[config.mk]
export PLATFORM = sky130hd
export DESIGN_NAME = cpu_ext_loader
export DESIGN_NICKNAME = d
export VERILOG_FILES = /design/src/rtl/cpu_ext_loader_pkg.sv /design/src/rtl/cpu_ext_loader.sv
export SDC_FILE = /design/constraint.sdc
export NUM_CORES = 1
export LEC_CHECK = 0
export BUFFER_PORTS_ARGS = -buffer_cell sky130_fd_sc_hd__buf_4
export CAP_MARGIN = 20
export CORE_AREA = 2 2 193 195
export DETAILED_ROUTE_END_ITERATION = 7
export DIE_AREA = 0 0 195 197
export PLACE_DENSITY = 0.67
export SLEW_MARGIN = 5
export SYNTH_ARGS = -nofsm -noshare
export SYNTH_HDL_FRONTEND = slang
export SYNTH_SLANG_ARGS = --single-unit
[constraint.sdc]
create_clock -name clk -period 6.85 [get_ports clk]
set_input_delay 0.3425 -clock clk [delete_from_list [all_inputs] [get_ports clk]]
set_output_delay 0.3425 -clock clk [all_outputs]
set_load 0.03 [all_outputs]
[src/rtl/cpu_ext_loader_pkg.sv]
`default_nettype none
// ============================================================================
//  Module      : cpu_ext_loader_pkg
//  Description : Shared constants and phase-sequencing helper for the
//                external CPU memory loader (state encoding, byte strides).
//  Revision    : 1.0 - initial release
// ============================================================================
package cpu_ext_loader_pkg;

    // Session phases. Encoding order matches the session order, so
    // "later phase" can be tested with a plain magnitude compare.
    localparam logic [2:0] c_ST_IDLE    = 3'd0;
    localparam logic [2:0] c_ST_LD_I    = 3'd1;
    localparam logic [2:0] c_ST_LD_D    = 3'd2;
    localparam logic [2:0] c_ST_RUN     = 3'd3;
    localparam logic [2:0] c_ST_RD_REQ  = 3'd4;
    localparam logic [2:0] c_ST_RD_WAIT = 3'd5;
    localparam logic [2:0] c_ST_RD_OUT  = 3'd6;
    localparam logic [2:0] c_ST_DONE    = 3'd7;

    // Byte distance between consecutive words of each memory.
    localparam logic [63:0] c_IMEM_STRIDE = 64'd4;
    localparam logic [63:0] c_DMEM_STRIDE = 64'd8;

    // First phase strictly after 'after' whose length is non-zero; phases
    // with zero length are skipped so the whole hop happens in one cycle.
    // Later assignments override earlier ones, so the earliest phase wins.
    function automatic logic [2:0] next_phase(
        input logic [2:0] after,
        input logic       imem_nz,
        input logic       dmem_nz,
        input logic       run_nz,
        input logic       dump_nz
    );
        logic [2:0] nxt;
        nxt = c_ST_DONE;
        if (dump_nz && (after < c_ST_RD_REQ)) nxt = c_ST_RD_REQ;
        if (run_nz  && (after < c_ST_RUN))    nxt = c_ST_RUN;
        if (dmem_nz && (after < c_ST_LD_D))   nxt = c_ST_LD_D;
        if (imem_nz && (after < c_ST_LD_I))   nxt = c_ST_LD_I;
        return nxt;
    endfunction

endpackage : cpu_ext_loader_pkg
`default_nettype wire

[src/rtl/cpu_ext_loader.sv]
`default_nettype none
// ============================================================================
//  Module      : cpu_ext_loader
//  Description : Host-side initiator for the CPU external memory ports.
//                Streams a program into imem and an image into dmem, holds
//                cpu_enable for a programmed number of cycles, then reads a
//                region of dmem back out on a valid/ready stream.
//  Revision    : 1.0 - initial release
// ============================================================================
module cpu_ext_loader #(
    parameter int IMEM_DEPTH = 512,
    parameter int DMEM_DEPTH = 1024,
    parameter int CNT_W      = 32
) (
    input  logic             clk,
    input  logic             arst,
    input  logic             start,
    input  logic [9:0]       imem_len,
    input  logic [10:0]      dmem_len,
    input  logic [CNT_W-1:0] run_len,
    input  logic [10:0]      dump_len,
    input  logic             s_valid,
    output logic             s_ready,
    input  logic [63:0]      s_data,
    output logic             m_valid,
    input  logic             m_ready,
    output logic [63:0]      m_data,
    output logic [63:0]      addr_ext,
    output logic             wen_ext,
    output logic             ren_ext,
    output logic [31:0]      wdata_ext,
    output logic [63:0]      addr_ext_2,
    output logic             wen_ext_2,
    output logic             ren_ext_2,
    output logic [63:0]      wdata_ext_2,
    input  logic [63:0]      rdata_ext_2,
    output logic             cpu_enable,
    output logic             busy,
    output logic             done
);
    import cpu_ext_loader_pkg::*;

    localparam logic [9:0]       c_IMEM_MAX = 10'(IMEM_DEPTH);
    localparam logic [10:0]      c_DMEM_MAX = 11'(DMEM_DEPTH);
    localparam logic [CNT_W-1:0] c_CNT_ONE  = {{(CNT_W-1){1'b0}}, 1'b1};

    logic [2:0]       r_state;
    logic [2:0]       w_state_next;

    // Session lengths, latched (and clamped) when a session starts.
    logic [9:0]       r_imem_len;
    logic [10:0]      r_dmem_len;
    logic [CNT_W-1:0] r_run_len;
    logic [10:0]      r_dump_len;

    // Word index shared by every phase; it is zero on entry to each phase.
    logic [10:0]      r_idx;
    logic [CNT_W-1:0] r_run_cnt;
    logic [63:0]      r_rd_data;

    logic [9:0]       w_imem_len_clamp;
    logic [10:0]      w_dmem_len_clamp;
    logic [10:0]      w_dump_len_clamp;
    logic [10:0]      w_idx_inc;
    logic             w_beat;
    logic             w_last_i;
    logic             w_last_d;
    logic             w_last_rd;
    logic             w_run_last;
    logic             w_imem_nz;
    logic             w_dmem_nz;
    logic             w_run_nz;
    logic             w_dump_nz;

    // Request lengths beyond the memory depth are trimmed to the depth.
    assign w_imem_len_clamp = (imem_len > c_IMEM_MAX) ? c_IMEM_MAX : imem_len;
    assign w_dmem_len_clamp = (dmem_len > c_DMEM_MAX) ? c_DMEM_MAX : dmem_len;
    assign w_dump_len_clamp = (dump_len > c_DMEM_MAX) ? c_DMEM_MAX : dump_len;

    // s_ready is only high in the load phases, so a beat implies LD_I/LD_D.
    assign w_beat     = s_valid && s_ready;
    assign w_idx_inc  = r_idx + 11'd1;
    assign w_last_i   = (w_idx_inc == {1'b0, r_imem_len});
    assign w_last_d   = (w_idx_inc == r_dmem_len);
    assign w_last_rd  = (w_idx_inc == r_dump_len);
    assign w_run_last = ((r_run_cnt + c_CNT_ONE) == r_run_len);

    assign w_imem_nz  = (r_imem_len != 10'd0);
    assign w_dmem_nz  = (r_dmem_len != 11'd0);
    assign w_run_nz   = (r_run_len  != '0);
    assign w_dump_nz  = (r_dump_len != 11'd0);

    // Phase sequencing; empty phases are hopped over in the same transition.
    always_comb begin
        w_state_next = r_state;
        case (r_state)
            c_ST_IDLE: begin
                if (start) begin
                    w_state_next = next_phase(c_ST_IDLE,
                                              w_imem_len_clamp != 10'd0,
                                              w_dmem_len_clamp != 11'd0,
                                              run_len != '0,
                                              w_dump_len_clamp != 11'd0);
                end
            end
            c_ST_LD_I: begin
                if (w_beat && w_last_i) begin
                    w_state_next = next_phase(c_ST_LD_I, w_imem_nz, w_dmem_nz,
                                              w_run_nz, w_dump_nz);
                end
            end
            c_ST_LD_D: begin
                if (w_beat && w_last_d) begin
                    w_state_next = next_phase(c_ST_LD_D, w_imem_nz, w_dmem_nz,
                                              w_run_nz, w_dump_nz);
                end
            end
            c_ST_RUN: begin
                if (w_run_last) begin
                    w_state_next = next_phase(c_ST_RUN, w_imem_nz, w_dmem_nz,
                                              w_run_nz, w_dump_nz);
                end
            end
            c_ST_RD_REQ:  w_state_next = c_ST_RD_WAIT;
            c_ST_RD_WAIT: w_state_next = c_ST_RD_OUT;
            c_ST_RD_OUT: begin
                if (m_ready) begin
                    w_state_next = w_last_rd ? c_ST_DONE : c_ST_RD_REQ;
                end
            end
            c_ST_DONE:    w_state_next = c_ST_IDLE;
            default:      w_state_next = c_ST_IDLE;
        endcase
    end

    // State register; reset drops every phase output at once.
    always_ff @(posedge clk or posedge arst) begin
        if (arst) begin
            r_state <= c_ST_IDLE;
        end else begin
            r_state <= w_state_next;
        end
    end

    // Capture the session lengths on an accepted start only.
    always_ff @(posedge clk or posedge arst) begin
        if (arst) begin
            r_imem_len <= 10'd0;
            r_dmem_len <= 11'd0;
            r_run_len  <= '0;
            r_dump_len <= 11'd0;
        end else if ((r_state == c_ST_IDLE) && start) begin
            r_imem_len <= w_imem_len_clamp;
            r_dmem_len <= w_dmem_len_clamp;
            r_run_len  <= run_len;
            r_dump_len <= w_dump_len_clamp;
        end
    end

    // Word index: advances per beat/readback, clears at the end of each load.
    always_ff @(posedge clk or posedge arst) begin
        if (arst) begin
            r_idx <= 11'd0;
        end else if ((r_state == c_ST_LD_I) && w_beat) begin
            r_idx <= w_last_i ? 11'd0 : w_idx_inc;
        end else if ((r_state == c_ST_LD_D) && w_beat) begin
            r_idx <= w_last_d ? 11'd0 : w_idx_inc;
        end else if ((r_state == c_ST_RD_OUT) && m_ready) begin
            r_idx <= w_idx_inc;
        end else if ((r_state == c_ST_DONE) || (r_state == c_ST_IDLE)) begin
            r_idx <= 11'd0;
        end
    end

    // Run-cycle counter; only counts while the CPU is enabled.
    always_ff @(posedge clk or posedge arst) begin
        if (arst) begin
            r_run_cnt <= '0;
        end else if ((r_state == c_ST_RUN) && !w_run_last) begin
            r_run_cnt <= r_run_cnt + c_CNT_ONE;
        end else begin
            r_run_cnt <= '0;
        end
    end

    // Readback holding register: dmem data lands one cycle after the read
    // strobe and stays put for the whole RD_OUT handshake.
    always_ff @(posedge clk or posedge arst) begin
        if (arst) begin
            r_rd_data <= 64'd0;
        end else if (r_state == c_ST_RD_WAIT) begin
            r_rd_data <= rdata_ext_2;
        end
    end

    // Port drive: everything is decoded from the state so that reset and
    // idle phases present all-zero outputs.
    always_comb begin
        s_ready     = 1'b0;
        wen_ext     = 1'b0;
        ren_ext     = 1'b0;
        addr_ext    = 64'd0;
        wdata_ext   = 32'd0;
        wen_ext_2   = 1'b0;
        ren_ext_2   = 1'b0;
        addr_ext_2  = 64'd0;
        wdata_ext_2 = 64'd0;
        m_valid     = 1'b0;
        m_data      = 64'd0;
        cpu_enable  = 1'b0;
        busy        = (r_state != c_ST_IDLE);
        done        = (r_state == c_ST_DONE);
        case (r_state)
            c_ST_LD_I: begin
                s_ready   = 1'b1;
                wen_ext   = s_valid;
                addr_ext  = 64'(r_idx) * c_IMEM_STRIDE;
                wdata_ext = s_valid ? s_data[31:0] : 32'd0;
            end
            c_ST_LD_D: begin
                s_ready     = 1'b1;
                wen_ext_2   = s_valid;
                addr_ext_2  = 64'(r_idx) * c_DMEM_STRIDE;
                wdata_ext_2 = s_valid ? s_data : 64'd0;
            end
            c_ST_RUN: begin
                cpu_enable = 1'b1;
            end
            c_ST_RD_REQ: begin
                ren_ext_2  = 1'b1;
                addr_ext_2 = 64'(r_idx) * c_DMEM_STRIDE;
            end
            c_ST_RD_OUT: begin
                m_valid = 1'b1;
                m_data  = r_rd_data;
            end
            default: begin
            end
        endcase
    end

endmodule : cpu_ext_loader
`default_nettype wire

**Word level (Yosys, flattened, before mapping)**

Cells that the tools add are included.

- Bits in registers: 174
- Bits of input ports: 197
- Output and inout bits: 297
- Logic and storage cells: 89

- Add/sub/neg operators: 2
- Order comparisons: 3
- Equal/unequal tests: 16
- Muxes and demuxes: 37
- Reduce and logical (&&, ||, !) cells: 23

Operators by type and width:

| cell | count |
|---|---|
| $mux W64 | 3 |
| $mux W32 | 3 |
| $mux W11 | 8 |
| $reduce_bool A32 Y1 | 2 |
| $reduce_bool A11 Y1 | 4 |
| $add A32 B1 Y32 const B | 1 |
| $eq A32 B32 Y1 | 1 |
| $mux W3 | 10 |
| $pmux W3 S8 | 1 |
| $eq A11 B11 Y1 | 2 |
| $gt A11 B11 Y1 const B | 2 |
| $mux W14 | 1 |
| $mux W13 | 1 |
| $eq A3 B3 Y1 const B | 4 |
| $add A11 B1 Y11 const B | 1 |
| $eq A11 B10 Y1 | 1 |
| $gt A10 B10 Y1 const B | 1 |
| $mux W10 | 1 |
| $ne A2 B2 Y1 const B | 5 |
| $reduce_bool A10 Y1 | 1 |
| $logic_and A1 B1 Y1 | 8 |
| $eq A3 B2 Y1 const B | 2 |
| $mux W1 | 6 |
| $mux W2 | 3 |
| 8 further kinds | 9 |

**Depth between registers and ports, before layout**

Gate-level depths: netlist (run 1).

- Depth after elaboration: 9
- Gate-level depth with buffers: 12

**Worst setup path before layout (run 1)**

OpenSTA, ideal clock, no wires.

- Path kind: reg-to-reg
- Start: register r_run_cnt[0]
- End: register r_state[0]
- Data arrival time: 2.616 ns
- Slack: 4.113 ns
- Cell stages (with the launch flop): 12
- Path buffers: 1
- Clock period less this slack: 2.737 ns
- Cells stage by stage: dfrtp_1 > ha_1 > nand4_1 > nor3_2 > nand3_1 > xor2_1 > a221o_1 > nor3_1 > nand3_1 > o21ai_4 > buf_6 > nand2_1

- Cells in the longest elaborated chain, start to end: 4

RTL lines:

| item | line | text |
|---|---|---|
| start: declaration | cpu_ext_loader.sv:58 | `logic [CNT_W-1:0] r_run_cnt;` |
| start signal: assignment | cpu_ext_loader.sv:180 | `r_run_cnt <= r_run_cnt + c_CNT_ONE;` |
| $add A32 B1 Y32 | cpu_ext_loader.sv:86 | `assign w_run_last = ((r_run_cnt + c_CNT_ONE) == r_run_len);` |
| $eq A32 B32 Y1 | cpu_ext_loader.sv:86 |  |
| $ne A2 B2 Y1 (no source line) | -- |  |
| $reduce_and A5 Y1 (no source line) | -- |  |
| end signal: assignment | cpu_ext_loader.sv:139 | `r_state <= c_ST_IDLE;` |
| end signal: assignment | cpu_ext_loader.sv:141 | `r_state <= w_state_next;` |
| end: declaration | cpu_ext_loader.sv:47 | `logic [2:0] r_state;` |

Every way passes these cells.
A chain may end at the register's enable or synchronous reset.

**Worst setup path in the final report (run 1)**

- Start: register r_idx[0]
- End: register r_state[1]

- Cells in the longest elaborated chain, start to end: 5

RTL lines:

| item | line | text |
|---|---|---|
| start: declaration | cpu_ext_loader.sv:57 | `logic [10:0] r_idx;` |
| start signal: assignment | cpu_ext_loader.sv:165 | `r_idx <= w_last_i ? 11'd0 : w_idx_inc;` |
| start signal: assignment | cpu_ext_loader.sv:167 | `r_idx <= w_last_d ? 11'd0 : w_idx_inc;` |
| start signal: assignment | cpu_ext_loader.sv:169 | `r_idx <= w_idx_inc;` |
| $add A11 B1 Y11 * | cpu_ext_loader.sv:82 | `assign w_idx_inc = r_idx + 11'd1;` |
| $eq A11 B11 Y1, or another cell as far along | cpu_ext_loader.sv:85 | `assign w_last_rd = (w_idx_inc == r_dump_len);` |
| $mux W2, or another cell as far along | cpu_ext_loader.sv:128 | `w_state_next = w_last_rd ? c_ST_DONE : c_ST_RD_REQ;` |
| $mux W3 or $ne A2 B2 Y1 (tied branches) | -- |  |
| $pmux W3 S8 or $reduce_and A5 Y1 (tied branches) | -- |  |

Mark *: on every way between the ends. The rest lies on a longest branch, timed or not. The select of a mux whose other input is x is not followed.

==> impl_metrics.env, run 1 <==
export IMPL_fin_crit_sh_pct=61.6
export IMPL_r2r_end="r_state[1]"
export IMPL_dp_hpwl_mm=33.4
export IMPL_end_kind="register"
export IMPL_drtPass1Iterations=7
export IMPL_clk_path_buf_depth=2
export IMPL_fill_cells=3604
export IMPL_async_flop_share_pct=100
export IMPL_yosysTopAreaCellShare_pct=38.6
export IMPL_wl_per_cell_um=20.5
export IMPL_htree_levels=4
export IMPL_slew_headroom_pct=40.5
export IMPL_ant_nets=0
export IMPL_grt_max_degree=97
export IMPL_finalSetupTns_ns=0
export IMPL_die_x_um=195
export IMPL_drc=0
export IMPL_dpl_cell_count=1994
export IMPL_drive_gt1_share_pct=34.6
export IMPL_p_per_area_nw_per_um2=341
export IMPL_leakagePower_nw=6.94
export IMPL_yosys_warnings=0
export IMPL_initial_utilization_pct=31.1
export IMPL_core_area_sq_um=36300
export IMPL_num_vias=9979
export IMPL_ir_drop_mv=0.183
export IMPL_die_h_um=197
export IMPL_port_buffer_count=386
export IMPL_first_global_vias=9916
export IMPL_startpoint_type="register"
export IMPL_postCtsSetupRepairBufs=0
export IMPL_yosysMostFrequentCell="dfrtp_1"
export IMPL_routed_wirelength_mm=41.6
export IMPL_cts_made_buffers=17
export IMPL_grt_pass1_wl_mm=61.9
export IMPL_cap_viol_max_count=0
export IMPL_cts_hold_fix_buffers=0
export IMPL_ioPinCount=494
export IMPL_register_area_sq_um=4350
export IMPL_drt_initial_drc_count=667
export IMPL_reg2reg_slack_ns=2.63
export IMPL_cts_tree="yes"
export IMPL_synth_commonest_cells="dfrtp_1, and2_1, buf_4, mux2_2, nand2_1"
export IMPL_crit_path_max_fanout=11
export IMPL_hold_violations=0
export IMPL_cp_required_ns=7.14
export IMPL_track_usage_pct=21.3
export IMPL_multi_input_area_sq_um=6210
export IMPL_maxSlewViolCount=0
export IMPL_r2r_start="r_idx[0]"
export IMPL_insertion_delay_ns=0.44
export IMPL_finalWorstSetupSlack_ns=2.63
export IMPL_cts_reportedPaths_clkPinSlew_ns=0.07
export IMPL_status="completed"
export IMPL_power_mw=5.05
export IMPL_grt_antenna_before_repair=8
export IMPL_ys_top_cells_by_area="dfrtp_1, mux2_2, and2_1, buf_4, xnor2_1"
export IMPL_gp_congestion=0.967
export IMPL_setup_viol=0
export IMPL_postSynthCellCount=1200
export IMPL_crit_type="reg2reg"
export IMPL_cts_resized=0
export IMPL_nNetsFinal=1746
export IMPL_rsz0062_at_grt="false"
export IMPL_ys_flop_type="dfrtp_1"
export IMPL_cts_root_buf="clkbuf_16"
export IMPL_worst_pin_slew_ns=0.889
export IMPL_routed_via_density=4.92
export IMPL_area_growth_pct=31.1
export IMPL_syn_area_sq_um=11300
export IMPL_timing_fmax_mhz=237
export IMPL_pre_cts_ws_ns=2.75
export IMPL_dieArea_sq_um=38400
export IMPL_yosysTopAreaCell="dfrtp_1"
export IMPL_cp_arrival_ns=4.51
export IMPL_clock_sinks=174
export IMPL_reg2reg_depth=10
export IMPL_overflow=0
export IMPL_fp_row_count=70
export IMPL_yosysUniqueCellTypes=68
export IMPL_syn_area_per_cell_sq_um=9.41
export IMPL_instances_no_fill=2030
export IMPL_yosysSeqAreaShare_pct=38.6
export IMPL_finalCriticalPeriod_ns=4.22
export IMPL_min_path_type="in2async"
export IMPL_synth_edf_count=0
export IMPL_ys_seq_elements=174
export IMPL_finClkSkew_ns=0.00996
-- power by group --
part           internal [mW]  switching [mW]  leakage, nW
Combinational           1.01            1.23         4.48
Sequential              1.42           0.389         2.18
Clock                  0.521           0.470        0.282
Total                   2.96            2.09         6.94
-- critical path, cell delays in order (launching register included) --
cell and delay (ns):
dfrtp_1 0.69, ha_1 0.35, nand3_1 0.30, nor4_2 0.63, xnor2_1 0.20, nand2_1 0.07, nor4_1 0.65, a211o_1 0.34
nand4_1 0.11, o21ai_0 0.55, a31oi_1 0.17
-- how the worst max path moves through the flow --
stage             start       endpoint  slack, ns
2_1_floorplan      arst  r_dmem_len[0]       1.79
5_1_grt        r_idx[0]     r_state[1]       2.41
4_1_cts        r_idx[0]     r_state[1]       2.73
3_3_place_gp   r_idx[0]     r_state[1]       2.75
3_5_place_dp   r_idx[0]     r_state[1]       2.75
6_report       r_idx[0]     r_state[1]       2.63
-- state kept, by name, indices dropped and copies added (netlist names) --
name        cells
r_rd_data      64
r_run_cnt      32
r_run_len      32
r_dmem_len     11
r_dump_len     11
r_idx          11
r_imem_len     10
r_state         3
-- through the flow --
stage / util [%] / area [sq um] / hold slack (ns)
after CTS: 40.7 / 14800 / 0.113
after detailed placement: 39.1 / 14200 / 0.484
after global placement: 39.1 / 14200 / 0.479
after floorplan: - / 11700 / 0.452
after global routing: 40.8 / 14800 / 0.115
final: 40.8 / 14800 / 0.0746
-- final cells by class --
class | instances | share of cell area, %
diodes | 2 | 0.0338
flip-flops and latches | 174 | 29.4
clock inverters | 15 | 1.12
inverters | 17 | 0.465
clock buffers | 17 | 2.88
multi-input cells | 943 | 42.0
repair buffers | 394 | 20.1
well taps | 468 | 3.96
-- metal layers --
layer  vias to the layer above  share of wire, %  track usage (%)
met5                         -                 0                0
met3                        52               9.1             6.45
met2                       498                50             36.9
li1                       4640                 -                -
met1                      4789                39             25.7
met4                         0               1.8             5.48
-- cell usage in the layout, fill, tap and decap left out, drive strengths merged, types with 27 or more instances in the layout --
cell,Yosys,layout
o21ai,50,50
conb,1,107
xor2,29,29
buf,126,394
nor4,37,37
and3,40,40
inv,17,27
nand2b,32,32
nand2,70,70
nand3,30,30
dfrtp,174,174
xnor2,49,49
and2,159,159
mux2,99,99
nor2,69,69
-- cell families (layout without fill, tap and decap cells) --
group                    after synthesis  after routing  synth area share (%)
other                                  1            109                0.0332
adder cells (fa/ha/maj)                2              2                 0.222
AO/OA/AOI/OAI                        130            130                  7.69
buffers and inverters                189            443                  10.2
flip-flops                           174            174                  38.6
multiplexers                         104            104                  10.3
XOR/XNOR                              84             84                  7.25
AND/OR/NAND/NOR                      516            516                  25.8
(Power assumes the default switching activity.)
==> run 2, diff against run 1 <==
--- a/config.mk
+++ b/config.mk
@@ -10,7 +10,7 @@
 export CORE_AREA = 2 2 193 195
 export DETAILED_ROUTE_END_ITERATION = 7
 export DIE_AREA = 0 0 195 197
-export PLACE_DENSITY = 0.67
+export PLACE_DENSITY = 0.7
 export SLEW_MARGIN = 5
 export SYNTH_ARGS = -nofsm -noshare
 export SYNTH_HDL_FRONTEND = slang
==> constraint.sdc (replaced) <==
create_clock -name clk -period 3.5 [get_ports clk]
set_input_delay 0.175 -clock clk [delete_from_list [all_inputs] [get_ports clk]]
set_output_delay 0.175 -clock clk [all_outputs]
set_load 0.03 [all_outputs]
==> run 2 against run 1 <==
Compared with the run above:
- utilization up 3.9 points
- critical path depth unchanged
- sequential power up 97%
- sequential share of layout area down 2.5 points
- combinational power up 110%
- non-clock buffer count up 135
- highest routed layer is now met5
==> impl_metrics.env, run 2 (synthesized netlist as in run 1, its figures left out) <==
export IMPL_routed_wirelength_mm=43.9
export IMPL_cap_viol_max_count=0
export IMPL_p_per_area_nw_per_um2=628
export IMPL_num_vias=10514
export IMPL_wl_per_cell_um=20.3
export IMPL_timing_fmax_mhz=308
export IMPL_combPwrFrac_pct=45.6
export IMPL_ant_nets=0
export IMPL_maxSlewViolCount=0
export IMPL_initial_utilization_pct=31.1
export IMPL_crit_path_max_fanout=16
export IMPL_finClkSkew_ns=0.0126
export IMPL_drc=0
export IMPL_grt_max_degree=77
export IMPL_path_cells="and3_1 -> nand4_4 -> nor3_1 -> mux2i_1 -> a2111oi_0 -> and4_1 -> nand3_2 -> o21ai_4 -> buf_4 -> nor2_1"
export IMPL_intPower_mw=5.94
export IMPL_switching_share_pct=41.6
export IMPL_min_path_type="in2reg"
export IMPL_clock_power_share_pct=19.3
export IMPL_finalWorstSetupSlack_ns=0.257
export IMPL_port_buffer_count=386
export IMPL_setup_viol=0
export IMPL_end_kind="register"
export IMPL_die_h_um=197
export IMPL_largest_register_ffs=64
export IMPL_rsz0062_at_grt="false"
export IMPL_routed_via_density=4.86
export IMPL_largestRegisters="r_rd_data x64, r_run_cnt x32, r_run_len x32"
export IMPL_cts_tree="yes"
export IMPL_clk_path_buf_depth=2
export IMPL_whs_ns=0.0206
export IMPL_nNetsFinal=1881
export IMPL_cp_slowest_cell="and3_1"
export IMPL_drt_initial_drc_count=479
export IMPL_cts_reportedPaths_clkPinSlew_ns=0.07
export IMPL_p_sw_mw=4.23
export IMPL_cts_root_buf="clkbuf_16"
export IMPL_top_register="r_rd_data"
export IMPL_core_area_sq_um=36300
export IMPL_fp_row_count=70
export IMPL_hold_violations=0
export IMPL_die_x_um=195
export IMPL_grt_antenna_before_repair=2
export IMPL_finalSetupTns_ns=0
export IMPL_fin_crit_sh_pct=92.7
export IMPL_area_growth_pct=43.4
export IMPL_layout_cells_most_common_list="buf_4, dfrtp_1, and2_1"
export IMPL_drive_gt1_share_pct=32.7
export IMPL_fin_util_pct=44.7
export IMPL_status="completed"
export IMPL_slew_headroom_pct=44.6
export IMPL_pre_cts_ws_ns=-0.0199
export IMPL_worst_pin_slew_ns=0.830
export IMPL_dieArea_sq_um=38400
export IMPL_reg2reg_slack_ns=0.26
export IMPL_track_usage_pct=22.4
export IMPL_ioPinCount=494
export IMPL_cts_made_buffers=17
export IMPL_grt_pass1_wl_mm=65.2
export IMPL_crit_type="reg2reg"
export IMPL_cp_arrival_ns=3.57
export IMPL_leakagePower_nw=7.57
export IMPL_drtPass1Iterations=5
export IMPL_overflow=0
export IMPL_clock_sinks=174
export IMPL_finalCriticalPeriod_ns=3.24
export IMPL_insertion_delay_ns=0.45
export IMPL_cp_required_ns=3.83
export IMPL_fill_cells=3412
export IMPL_slowest_delay_ns=0.49
export IMPL_dp_hpwl_mm=33.9
export IMPL_first_global_vias=10591
export IMPL_hold_path_depth=3
export IMPL_gp_congestion=0.902
export IMPL_startpoint_type="register"
export IMPL_ir_drop_mv=0.401
export IMPL_htree_levels=4
export IMPL_final_common_cell="buf_4"
export IMPL_pwr_share_seq_pct=35.1
export IMPL_reg2reg_depth=10
==> run 2: per-layer routing <==
metal	global-route usage [%]	up-vias	routed length (um)
met3	6.26	43	3230
met5	0	-	27
li1	-	4910	-
met4	5.77	4	794
met2	39.1	457	21800
met1	27.3	5100	18000
==> run 2: through the flow <==
| step | instances | area (sq um) | power [mW] |
|---|---|---|---|
| after floorplan | 1306 | 11700 | 6.55 |
| after global placement | 2006 | 14300 | 7.97 |
| after detailed placement | 2006 | 14300 | 8.07 |
| after CTS | 2162 | 16200 | 10.2 |
| after global routing | 2163 | 16200 | 10.8 |
| final | 2164 | 16200 | 10.2 |
==> run 2: path summary, 6_finish.rpt <==
check,start,to
setup / recovery,r_run_cnt[3],r_run_cnt[27]
hold / removal,imem_len[0],r_imem_len[0]
setup reg to reg,r_run_cnt[3],r_run_cnt[27]
hold reg to reg,r_rd_data[51],r_rd_data[51]
max in group asynchronous,arst,r_run_len[16]
min in group asynchronous,arst,r_rd_data[22]
==> run 2: layout make-up <==
| class | instances | area, sq um | share of cell area, % |
|---|---|---|---|
| multi-input cells | 943 | 6240 | 38.6 |
| flip-flops and latches | 174 | 4350 | 26.9 |
| repair buffers | 529 | 4340 | 26.8 |
| well taps | 468 | 586 | 3.62 |
| clock buffers | 17 | 425 | 2.63 |
| clock inverters | 15 | 169 | 1.04 |
| inverters | 17 | 67.6 | 0.417 |
| diodes | 1 | 2.50 | 0.0155 |
==> run 2: repair_timing <==
action                     4_1_cts  5_1_grt
hold endpoints to repair       140        0
pin swaps                        0        2
cloned                           0        0
resized for setup                2        4
hold buffers                   124        0
buffers inserted                 0        1
setup endpoints to repair        2       34
==> run 2: power groups by stage <==
stage | Sequential (mW) | Clock (mW) | Combinational [mW]
final | 3.57 | 1.96 | 4.63
after global routing | 3.68 | 2.09 | 4.99
after CTS | 3.54 | 2.01 | 4.63
after detailed placement | 3.57 | 0 | 4.50
after global placement | 3.54 | 0 | 4.43
after floorplan | 3.22 | 0 | 3.33
==> run 2: worst max-delay path: cells and delay by family, from the launching register on <==
kind            cells  cell delay [ns]
flops               1             0.45
simple gates        6             1.60
mux                 1             0.18
compound gates      2             0.64
buf+inv             1             0.26
